<file path="src/rtl/q2_pkg.sv">
// Q2 sequencer shared definitions: state codes, phase encoding and the
// ALU-op predicate also used by q2_control.
package q2_pkg;

  localparam logic [3:0] Q2_ST_FETCH = 4'd0;
  localparam logic [3:0] Q2_ST_LOAD  = 4'd1;
  localparam logic [3:0] Q2_ST_DEREF = 4'd2;
  localparam logic [3:0] Q2_ST_EXEC  = 4'd3;
  localparam logic [3:0] Q2_ST_ALU0  = 4'd4;

  typedef enum logic [1:0] {
    Q2_PH_SETUP  = 2'd0,
    Q2_PH_STROBE = 2'd1,
    Q2_PH_HOLD   = 2'd2
  } q2_phase_e;

  // True when the opcode needs the bit-serial ALU pass after exec.
  function automatic logic q2_is_alu_op(input logic op3, input logic op4,
                                        input logic op5);
    return (~op3 & ~op4) | ~op5;
  endfunction

endpackage

</file>
<file path="src/rtl/q2_edge_detect.sv">
// Rising-edge detector for a debounced level input.
// The history register resets to 1 so a level already high at reset
// does not register as an edge.
module q2_edge_detect (
  input  logic clk,
  input  logic rst,
  input  logic i_d,
  output logic o_rise
);

  logic r_prev;

  // Track the previous input level.
  always_ff @(posedge clk) begin
    if (rst) r_prev <= 1'b1;
    else     r_prev <= i_d;
  end

  assign o_rise = i_d & ~r_prev;

endmodule

</file>
<file path="src/rtl/q2_sequencer.sv">
// Q2 CPU sequencer: steps each instruction through fetch, optional load,
// optional deref, exec and an optional serial ALU pass, producing the
// state code and a one-clock write strobe per state. Also implements
// front-panel run / halt / single-step.
module q2_sequencer
  import q2_pkg::*;
#(
  parameter int unsigned ALU_STEPS = 8
) (
  input  logic clk,
  input  logic rst,
  input  logic op2,
  input  logic op3,
  input  logic op4,
  input  logic op5,
  input  logic run_sw,
  input  logic step_sw,
  output logic s0,
  output logic s1,
  output logic s2,
  output logic s3,
  output logic ws,
  output logic halted
);

  localparam logic [3:0] LP_LAST = 4'(32'(Q2_ST_ALU0) + ALU_STEPS - 32'd1);

  logic [3:0] r_state;
  q2_phase_e  r_phase;
  logic       r_ws;
  logic       r_halted;
  logic       r_step_pend;
  logic [3:0] w_next;
  logic       w_step_rise;

  q2_edge_detect u_step_edge (
    .clk    (clk),
    .rst    (rst),
    .i_d    (step_sw),
    .o_rise (w_step_rise)
  );

  // Successor state, valid in the last phase of the current state.
  always_comb begin
    w_next = Q2_ST_FETCH;
    if (r_state == Q2_ST_FETCH)
      w_next = ~op5 ? Q2_ST_LOAD : (op2 ? Q2_ST_DEREF : Q2_ST_EXEC);
    else if (r_state == Q2_ST_LOAD)
      w_next = op2 ? Q2_ST_DEREF : Q2_ST_EXEC;
    else if (r_state == Q2_ST_DEREF)
      w_next = Q2_ST_EXEC;
    else if (r_state == Q2_ST_EXEC)
      w_next = q2_is_alu_op(op3, op4, op5) ? Q2_ST_ALU0 : Q2_ST_FETCH;
    else if (r_state < LP_LAST)
      w_next = r_state + 4'd1;
    else
      w_next = Q2_ST_FETCH;
  end

  // State/phase sequencing, write strobe, halt and step handling.
  // A step edge seen while halted is first captured in r_step_pend and
  // releases halt on the following clock; run releases halt directly.
  always_ff @(posedge clk) begin
    if (rst) begin
      r_state     <= Q2_ST_FETCH;
      r_phase     <= Q2_PH_SETUP;
      r_ws        <= 1'b0;
      r_halted    <= 1'b1;
      r_step_pend <= 1'b0;
    end else if (r_state > LP_LAST) begin
      r_state <= Q2_ST_FETCH;
      r_phase <= Q2_PH_SETUP;
      r_ws    <= 1'b0;
    end else if (r_halted) begin
      r_phase <= Q2_PH_SETUP;
      r_ws    <= 1'b0;
      if (run_sw || r_step_pend) begin
        r_halted    <= 1'b0;
        r_step_pend <= 1'b0;
      end else begin
        r_step_pend <= w_step_rise;
      end
    end else begin
      case (r_phase)
        Q2_PH_SETUP: begin
          r_phase <= Q2_PH_STROBE;
          r_ws    <= 1'b1;
        end
        Q2_PH_STROBE: begin
          r_ws <= 1'b0;
          if (r_state == Q2_ST_FETCH) begin
            r_phase <= Q2_PH_HOLD;
          end else begin
            r_phase <= Q2_PH_SETUP;
            r_state <= w_next;
            if (w_next == Q2_ST_FETCH) r_halted <= ~run_sw;
          end
        end
        Q2_PH_HOLD: begin
          r_ws    <= 1'b0;
          r_phase <= Q2_PH_SETUP;
          r_state <= w_next;
        end
        default: begin
          r_ws    <= 1'b0;
          r_phase <= Q2_PH_SETUP;
        end
      endcase
    end
  end

  assign {s3, s2, s1, s0} = r_state;
  assign ws     = r_ws;
  assign halted = r_halted;

endmodule

</file>
<file path="config.mk">
export PLATFORM = sky130hd
export DESIGN_NAME = q2_sequencer
export DESIGN_NICKNAME = d
export VERILOG_FILES = /design/src/rtl/q2_pkg.sv /design/src/rtl/q2_edge_detect.sv /design/src/rtl/q2_sequencer.sv
export SDC_FILE = /design/constraint.sdc
export NUM_CORES = 1
export LEC_CHECK = 0
export CORE_AREA = 2 2 39 41
export DETAILED_ROUTE_END_ITERATION = 6
export DIE_AREA = 0 0 41 43
export HOLD_SLACK_MARGIN = 0.06
export PLACE_DENSITY = 0.69
export REMOVE_ABC_BUFFERS = 1
export SLEW_MARGIN = 20
export SYNTH_ARGS = -nofsm -noshare
export SYNTH_HDL_FRONTEND = slang
export SYNTH_SLANG_ARGS = --single-unit
</file>
<file path="constraint.sdc">
create_clock -name clk -period 2.5 [get_ports clk]
set_input_delay 0.25 -clock clk [delete_from_list [all_inputs] [get_ports clk]]
set_output_delay 0.25 -clock clk [all_outputs]
set_load 0.05 [all_outputs]
</file>
## Yosys cells after proc, flatten, opt, wreduce, memory -nomap -nowiden

Cells that the tools add are included.

- Register bits: 10
- Word-level logic and storage cells: 53

- Add/subtract/negate cells: 1
- Order comparisons: 2
- Eq/ne operators: 6
- Mux-type cells: 19
- Bitwise gates (word level): 10
- Reduce and logical (&&, ||, !) cells: 9

Operator list:

| kind | count |
|---|---|
| $mux 4 | 7 |
| $eq 4x2->1 const B | 2 |
| $logic_not 4->1 | 2 |
| $mux 1 | 8 |
| $pmux 4 s2 | 1 |
| $not 1->1 | 7 |
| $add 4x1->4 const B | 1 |
| $eq 4x1->1 const B | 1 |
| $gt 4x4->1 const B | 1 |
| $lt 4x4->1 const B | 1 |
| $pmux 2 s2 | 1 |
| $mux 3 | 1 |
| $reduce_and 3->1 | 1 |
| $reduce_or 3->1 | 1 |
| $and 1x1->1 | 2 |
| $eq 2x1->1 const B | 1 |
| $eq 2x2->1 const B | 1 |
| $logic_not 2->1 | 1 |
| $mux 2 | 1 |
| $ne 2x2->1 const B | 1 |
| $reduce_and 2->1 | 1 |
| $reduce_bool 2->1 | 1 |
| $reduce_or 2->1 | 1 |
| $logic_or 1x1->1 | 1 |
| $or 1x1->1 | 1 |

## Depth between registers and ports, before layout

Gate-level depths: netlist of run 1.

- Word-level depth: 13
- Gate-level depth with buffers: 6
- Mapped depth without buffers: 6

## Cells and area by module

From an unflattened synthesis of run 1, not the netlist that was laid out.

- Cells, all modules: 66
- Area, all modules: 581.8 sq um

Modules (own cells, without submodules):

| module | times used | cells each | area each (sq um) | sequential area each (sq um) |
|---|---|---|---|---|
| q2_sequencer | 1 | 63 | 549.3 | 160.2 |
| q2_edge_detect | 1 | 3 | 32.5 | 20.0 |

## Worst setup path after synthesis of run 1

OpenSTA, ideal clock, no wires.

- Path kind: register -> register
- From: register r_state[0]
- To: register r_state[0]
- Arrival: 2.153 ns
- Slack: 0.233 ns
- Stages on the path, launching flop included: 7
- Buffers on the path: 0
- Cell sequence: dfxtp_1 -> inv_1 -> ha_1 -> or4_1 -> a22o_1 -> and3_1 -> o21a_1

- Word-level cells in the longest chain between the ends: 8
- Elaborated cells on any way between the ends: 17
- Those cells by class: add/sub: 1; order compare: 2; eq/ne: 4; mux: 7; reduce/logical: 3

RTL lines:

| element | line | RTL |
|---|---|---|
| start, declared | q2_sequencer.sv:28 | `logic [3:0] r_state;` |
| start signal, assigned | q2_sequencer.sv:95 | `r_state <= w_next;` |
| start signal, assigned | q2_sequencer.sv:102 | `r_state <= w_next;` |
| $add 4x1->4 or $lt 4x4->1 (tied branches) | q2_sequencer.sv:55, q2_sequencer.sv:54 |  |
| $mux 4 | q2_sequencer.sv:54 | `else if (r_state < LP_LAST)` |
| $mux 4 | q2_sequencer.sv:52 | `else if (r_state == Q2_ST_EXEC)` |
| $mux 4 | q2_sequencer.sv:50 | `else if (r_state == Q2_ST_DEREF)` |
| $mux 4 | q2_sequencer.sv:48 | `else if (r_state == Q2_ST_LOAD)` |
| $mux 4 | q2_sequencer.sv:46 | `if (r_state == Q2_ST_FETCH)` |
| $mux 4 | q2_sequencer.sv:91 | `if (r_state == Q2_ST_FETCH) begin` |
| $pmux 4 s2 | q2_sequencer.sv:84 | `case (r_phase)` |

Parallel ways exist; a longest one is shown, timed or not. The select of a mux whose other input is x is not followed.
A chain may end at the register's enable or synchronous reset.

## Worst setup path in the final report of run 1

Same ends and word-level chain as after synthesis.

==> flow_summary.json, run 1 <==
{
  "status": "finished clean",
  "cts.sinks": 9,
  "hold_class": "register to register",
  "rsz0062_at_grt": "no",
  "dieArea_um2": 1760,
  "startpoint_type": "register",
  "vias_per_cell": 5.39,
  "slew_violations": 0,
  "grt_pass1_wl_um": 2170,
  "h-tree-depth": 1,
  "dp_worst_setup_slack_ns": 0.515,
  "wl_per_cell_um": 12.6,
  "dp_cells": 95,
  "nets": 98,
  "finClkSkew_ns": 0.0136,
  "irDropWorstVdd_uv": 320,
  "setup_violations": 0,
  "cts-buffers-inserted": 3,
  "cp_data_arrival_time_ns": 2.14,
  "drive_above_1_share_pct": 8.43,
  "syn_avg_cell_area_um2": 8.63,
  "num_vias": 534,
  "yosysSeqAreaShare_pct": 30.7,
  "die_w_um": 41,
  "cts_resized": 0,
  "stdcell_count": 99,
  "gp_congestion": 0.785,
  "dr.pass1.iters": 4,
  "core-area_um2": 1380,
  "synth_cell_type_count": 31,
  "pin_count": 14,
  "drv_cap": 0,
  "dp_hpwl_um": 961,
  "path_class": "register to register",
  "worst_slew_pin_slew_ns": 0.518,
  "hold_buffers": 0,
  "path_clk_slew_ns": 0.07,
  "required_ns": 2.64,
  "leakagePower_uw": 0.000282,
  "synth_common_cells": "dfxtp_1 (9), ha_1 (6), inv_1 (6), a21oi_1 (5)",
  "power_density_nw_per_um2": 474,
  "synth-edff-count": 0,
  "antenna_found_initial": 0,
  "rows": 14,
  "relSlewSlack_pct": 65.5,
  "yosys.area.top_type": "dfxtp_1",
  "hold_slack_ns": 0.513,
  "ys_seq_elements": 9,
  "drt-initial-drc-count": 14,
  "root_buffer": "clkbuf_4",
  "wl_um": 1250,
  "hold_depth": 1,
  "reg2reg_depth": 6,
  "fmax_mhz": 502,
  "die_h_um": 43,
  "setup_ws_ns": 0.508,
  "gr-total-overflow": 0,
  "clock_latency_ns": 0.26,
  "grt_pass1_vias": 496,
  "synth_most_common_cell": "dfxtp_1",
  "clockBufferDepth": 2,
  "io_buffers": 13,
  "synth_top_area_share_pct": 30.7,
  "crit_path_end_kind": "register",
  "period_minus_slack_ns": 1.99,
  "post_cts_buffers": 0,
  "tritoncts": "done",
  "fin_crit_sh_pct": 79.7,
  "n_antenna_cell": 0,
  "ant_nets": 0,
  "drc": 0,
  "synth_area_leaders": "dfxtp_1 (31%), ha_1 (13%), a21oi_1 (4.3%)",
  "hold_viol_final": 0,
  "setup_tns_ns": 0,
  "crit_fanout": 6,
  "synth_flop_cell": "dfxtp_1",
  "initial_core_util_pct": 42.4,
  "syn2layout_area_growth_pct": 28.4,
  "synth_warnings": 0,
  "synth.cell_area_um2": 587,
  "grtUsageTotal_pct": 18.5,
  "grt_max_degree": 14,
  "async_flop_share_pct": 0,
  "syn-instance-count": 68
}
power by group:
part	leakage [uW]	switching, uW	internal (uW)
sequential	0.0000736	10.1	150
clock	0.0000150	50.7	61.4
combinational	0.000194	46.0	38.8
total	0.000282	107	250
final timing paths:
| kind | start | endpoint | slack [ns] |
|---|---|---|---|
| worst min register to register | r_step_pend$_SDFFE_PP0P_ | r_step_pend$_SDFFE_PP0P_ | 0.51 |
| worst max-delay path | r_state[0]$_SDFFE_PP0P_ | r_state[0]$_SDFFE_PP0P_ | 0.51 |
| worst min-delay path | r_step_pend$_SDFFE_PP0P_ | r_step_pend$_SDFFE_PP0P_ | 0.51 |
| worst max register to register | r_state[0]$_SDFFE_PP0P_ | r_state[0]$_SDFFE_PP0P_ | 0.51 |
registers in the layout, indices dropped and copies added, names as in the netlist:
signal,flops
r_step_pend,1
r_phase,2
r_state,4
u_step_edge.r_prev,1
halted,1
cell families (layout without fill, tap and decap cells):
logic type	after synthesis	after routing	synth area share (%)
and+or+nand+nor	24	24	25.2
AOI/OAI and AO/OA	20	20	23.9
adders and majority gates	6	6	12.8
DFF	9	9	30.7
buffers and inverters	8	23	5.54
muxes	1	1	1.92
per-layer routing:
layer / up-vias / global-route usage, % / part of all wire, %
met4: 0 / 6.00 / 0.80
li1: 282 / - / -
met2: 9 / 25.0 / 45
met3: 2 / 7.85 / 4.0
met5: - / 0 / 0
met1: 241 / 26.0 / 50
layout by cell type, fill, tap and decap left out, types with 2 or more instances in the layout:
| cell | count |
|---|---|
| and4b_1 | 2 |
| a311oi_1 | 2 |
| inv_1 | 6 |
| nor2_1 | 4 |
| dfxtp_1 | 9 |
| o21ai_0 | 4 |
| clkdlybuf4s50_1 | 13 |
| ha_1 | 6 |
| nor4b_1 | 2 |
| nand2_1 | 4 |
| a21oi_1 | 5 |
| nor3b_1 | 3 |
| clkbuf_4 | 3 |
worst max-delay path, cell delays in order (launching register included):
cell and delay, ns:
dfxtp_1 0.41, inv_1 0.12, ha_1 0.28, or4_1 0.53, a22o_1 0.20, and3_1 0.16
o21a_1 0.18
through the flow:
step | total power, uW | cell area (um^2) | util, %
3_5_place_dp | 248 | 727 | 52.5
5_1_grt | 376 | 753 | 54.4
3_3_place_gp | 248 | 727 | 52.5
2_1_floorplan | 216 | 577 | -
4_1_cts | 362 | 753 | 54.4
6_report | 357 | 753 | 54.4
area by class of cell:
type	instances	area, um^2
Fill cell	142	631
Multi-Input combinational cell	51	374
Sequential cell	9	180
Timing Repair Buffer	13	130
Clock buffer	4	26.3
Inverter	6	22.5
Tap cell	16	20.0
Note: power is estimated with default switching activity, not from simulation.
==> run 2, diff against run 1 <==
Settings changed: CORE_AREA 2 2 39 41 to not set, CORE_MARGIN set to 2, CORE_UTILIZATION set to 42, DIE_AREA 0 0 41 43 to not set.
Clock period 2.5 ns to 1.8 ns, I/O delays scaled along.
==> run 2 against run 1 <==
Net effect:
- sequential share of layout area is 1.9 points lower
- global-route usage increased by 1.0 points
- first-iteration DRC count fell by 71%
==> flow_summary.json, run 2 (synthesis results as in run 1) <==
{
  "status": "finished clean",
  "vias_per_cell": 5.29,
  "worst-path-buf-inv": 1,
  "final_util_pct": 63.4,
  "crit_slowest_cell": "or4_4",
  "hold_buffers": 0,
  "clockBufferDepth": 2,
  "worst_slew_pin_slew_ns": 0.492,
  "dieArea_um2": 1710,
  "pin_count": 14,
  "largest_reg_flops": 4,
  "power_uw": 513,
  "drive_above_1_share_pct": 26.7,
  "hold_class": "primary input to register",
  "grtUsageTotal_pct": 19.5,
  "dpl_cell_area_um2": 771,
  "hold_viol_final": 0,
  "drc": 0,
  "path_class": "register to register",
  "n_antenna_cell": 0,
  "rsz0062_at_grt": "no",
  "syn2layout_area_growth_pct": 40.5,
  "rows": 13,
  "irDropWorstVdd_uv": 610,
  "initial_core_util_pct": 45.1,
  "io_buffers": 13,
  "leakagePower_uw": 0.000329,
  "crit_chain": "inv_1, ha_2, or4_4, a22o_1, and3_1, o21a_1",
  "grt_pass1_wl_um": 2130,
  "cts-buffers-inserted": 3,
  "ant_nets": 0,
  "core-area_um2": 1300,
  "antenna_found_initial": 0,
  "layout_common_cells": "clkdlybuf4s50_1 (10), buf_4 (10), dfxtp_1 (8), inv_1 (5), a21oi_1 (5)",
  "critPathTopFamily": "simple AND/OR/NAND/NOR gates",
  "cp_slowest_stage_delay_ns": 0.47,
  "tritoncts": "done",
  "setup_violations": 0,
  "die_w_um": 41.4,
  "reg_top3": "r_state: 4 flops, r_phase: 2 flops",
  "gr-total-overflow": 0,
  "crit_fanout": 3,
  "cp_data_arrival_time_ns": 1.89,
  "setup_tns_ns": 0,
  "num_vias": 555,
  "wl_per_cell_um": 13.0,
  "wl_um": 1370,
  "grt_pass1_vias": 493,
  "period_minus_slack_ns": 1.73,
  "gp_congestion": 0.784,
  "nets": 105,
  "clock_latency_ns": 0.26,
  "drv_cap": 0,
  "cts.sinks": 9,
  "h-tree-depth": 1,
  "slew_violations": 0,
  "dp_hpwl_um": 1080,
  "root_buffer": "clkbuf_4",
  "grt_max_degree": 10,
  "finClkSkew_ns": 0.00298,
  "largest-register": "r_state",
  "startpoint_type": "register",
  "fin_area_um2": 825,
  "die_h_um": 41.4,
  "drt-initial-drc-count": 4,
  "required_ns": 1.95,
  "path_clk_slew_ns": 0.06,
  "power_density_nw_per_um2": 622,
  "relSlewSlack_pct": 67.1,
  "crit_path_end_kind": "register",
  "fmax_mhz": 576,
  "hold_slack_ns": 0.504,
  "dr.pass1.iters": 4,
  "fin_crit_sh_pct": 96.4
}
-- run 2: power breakdown --
group	switching (uW)	total [uW]	leakage, uW	internal (uW)
sequential	11.6	220	0.0000741	209
clock	70.2	152	0.0000177	81.9
combinational	73.1	141	0.000237	67.9
total	155	513	0.000329	358
-- run 2: stage by stage --
| stage | std cells | worst slack, ns |
|---|---|---|
| 6_report | 105 | 0.0651 |
| 5_1_grt | 105 | 0.00370 |
| 3_3_place_gp | 101 | 0.0336 |
| 3_5_place_dp | 101 | -0.0371 |
| 2_1_floorplan | 66 | -0.467 |
| 4_1_cts | 105 | 0.0238 |
-- run 2: metal layers --
metal | up-vias | share of wire [%] | GRT usage [%]
met4 | 0 | 0 | 0
met3 | 0 | 3.4 | 9.57
met5 | - | 0 | 0
li1 | 297 | - | -
met2 | 9 | 45 | 31.6
met1 | 249 | 52 | 24.9
-- run 2: area by class of cell --
type                            count  area [um^2]
Clock buffer                        3         22.5
Multi-Input combinational cell     51          399
Timing Repair Buffer               20          175
Tap cell                           15         18.8
Sequential cell                     9          181
Fill cell                         123          477
Clock inverter                      1         5.00
Inverter                            6         22.5
-- run 2: timing repair --
action,4_1_cts,5_1_grt
resized for setup,2,5
endpoints found under the setup margin,1,3
buffers inserted,0,0
-- run 2: worst paths after layout --
path	from	end	slack (ns)	cells after the start
max	r_state[1]$_SDFFE_PP0P_	r_state[0]$_SDFFE_PP0P_	0.07	6
min	step_sw	u_step_edge.r_prev$_SDFF_PP1_	0.50	2
max reg2reg	r_state[1]$_SDFFE_PP0P_	r_state[0]$_SDFFE_PP0P_	0.07	6
min reg2reg	r_step_pend$_SDFFE_PP0P_	r_step_pend$_SDFFE_PP0P_	0.52	1
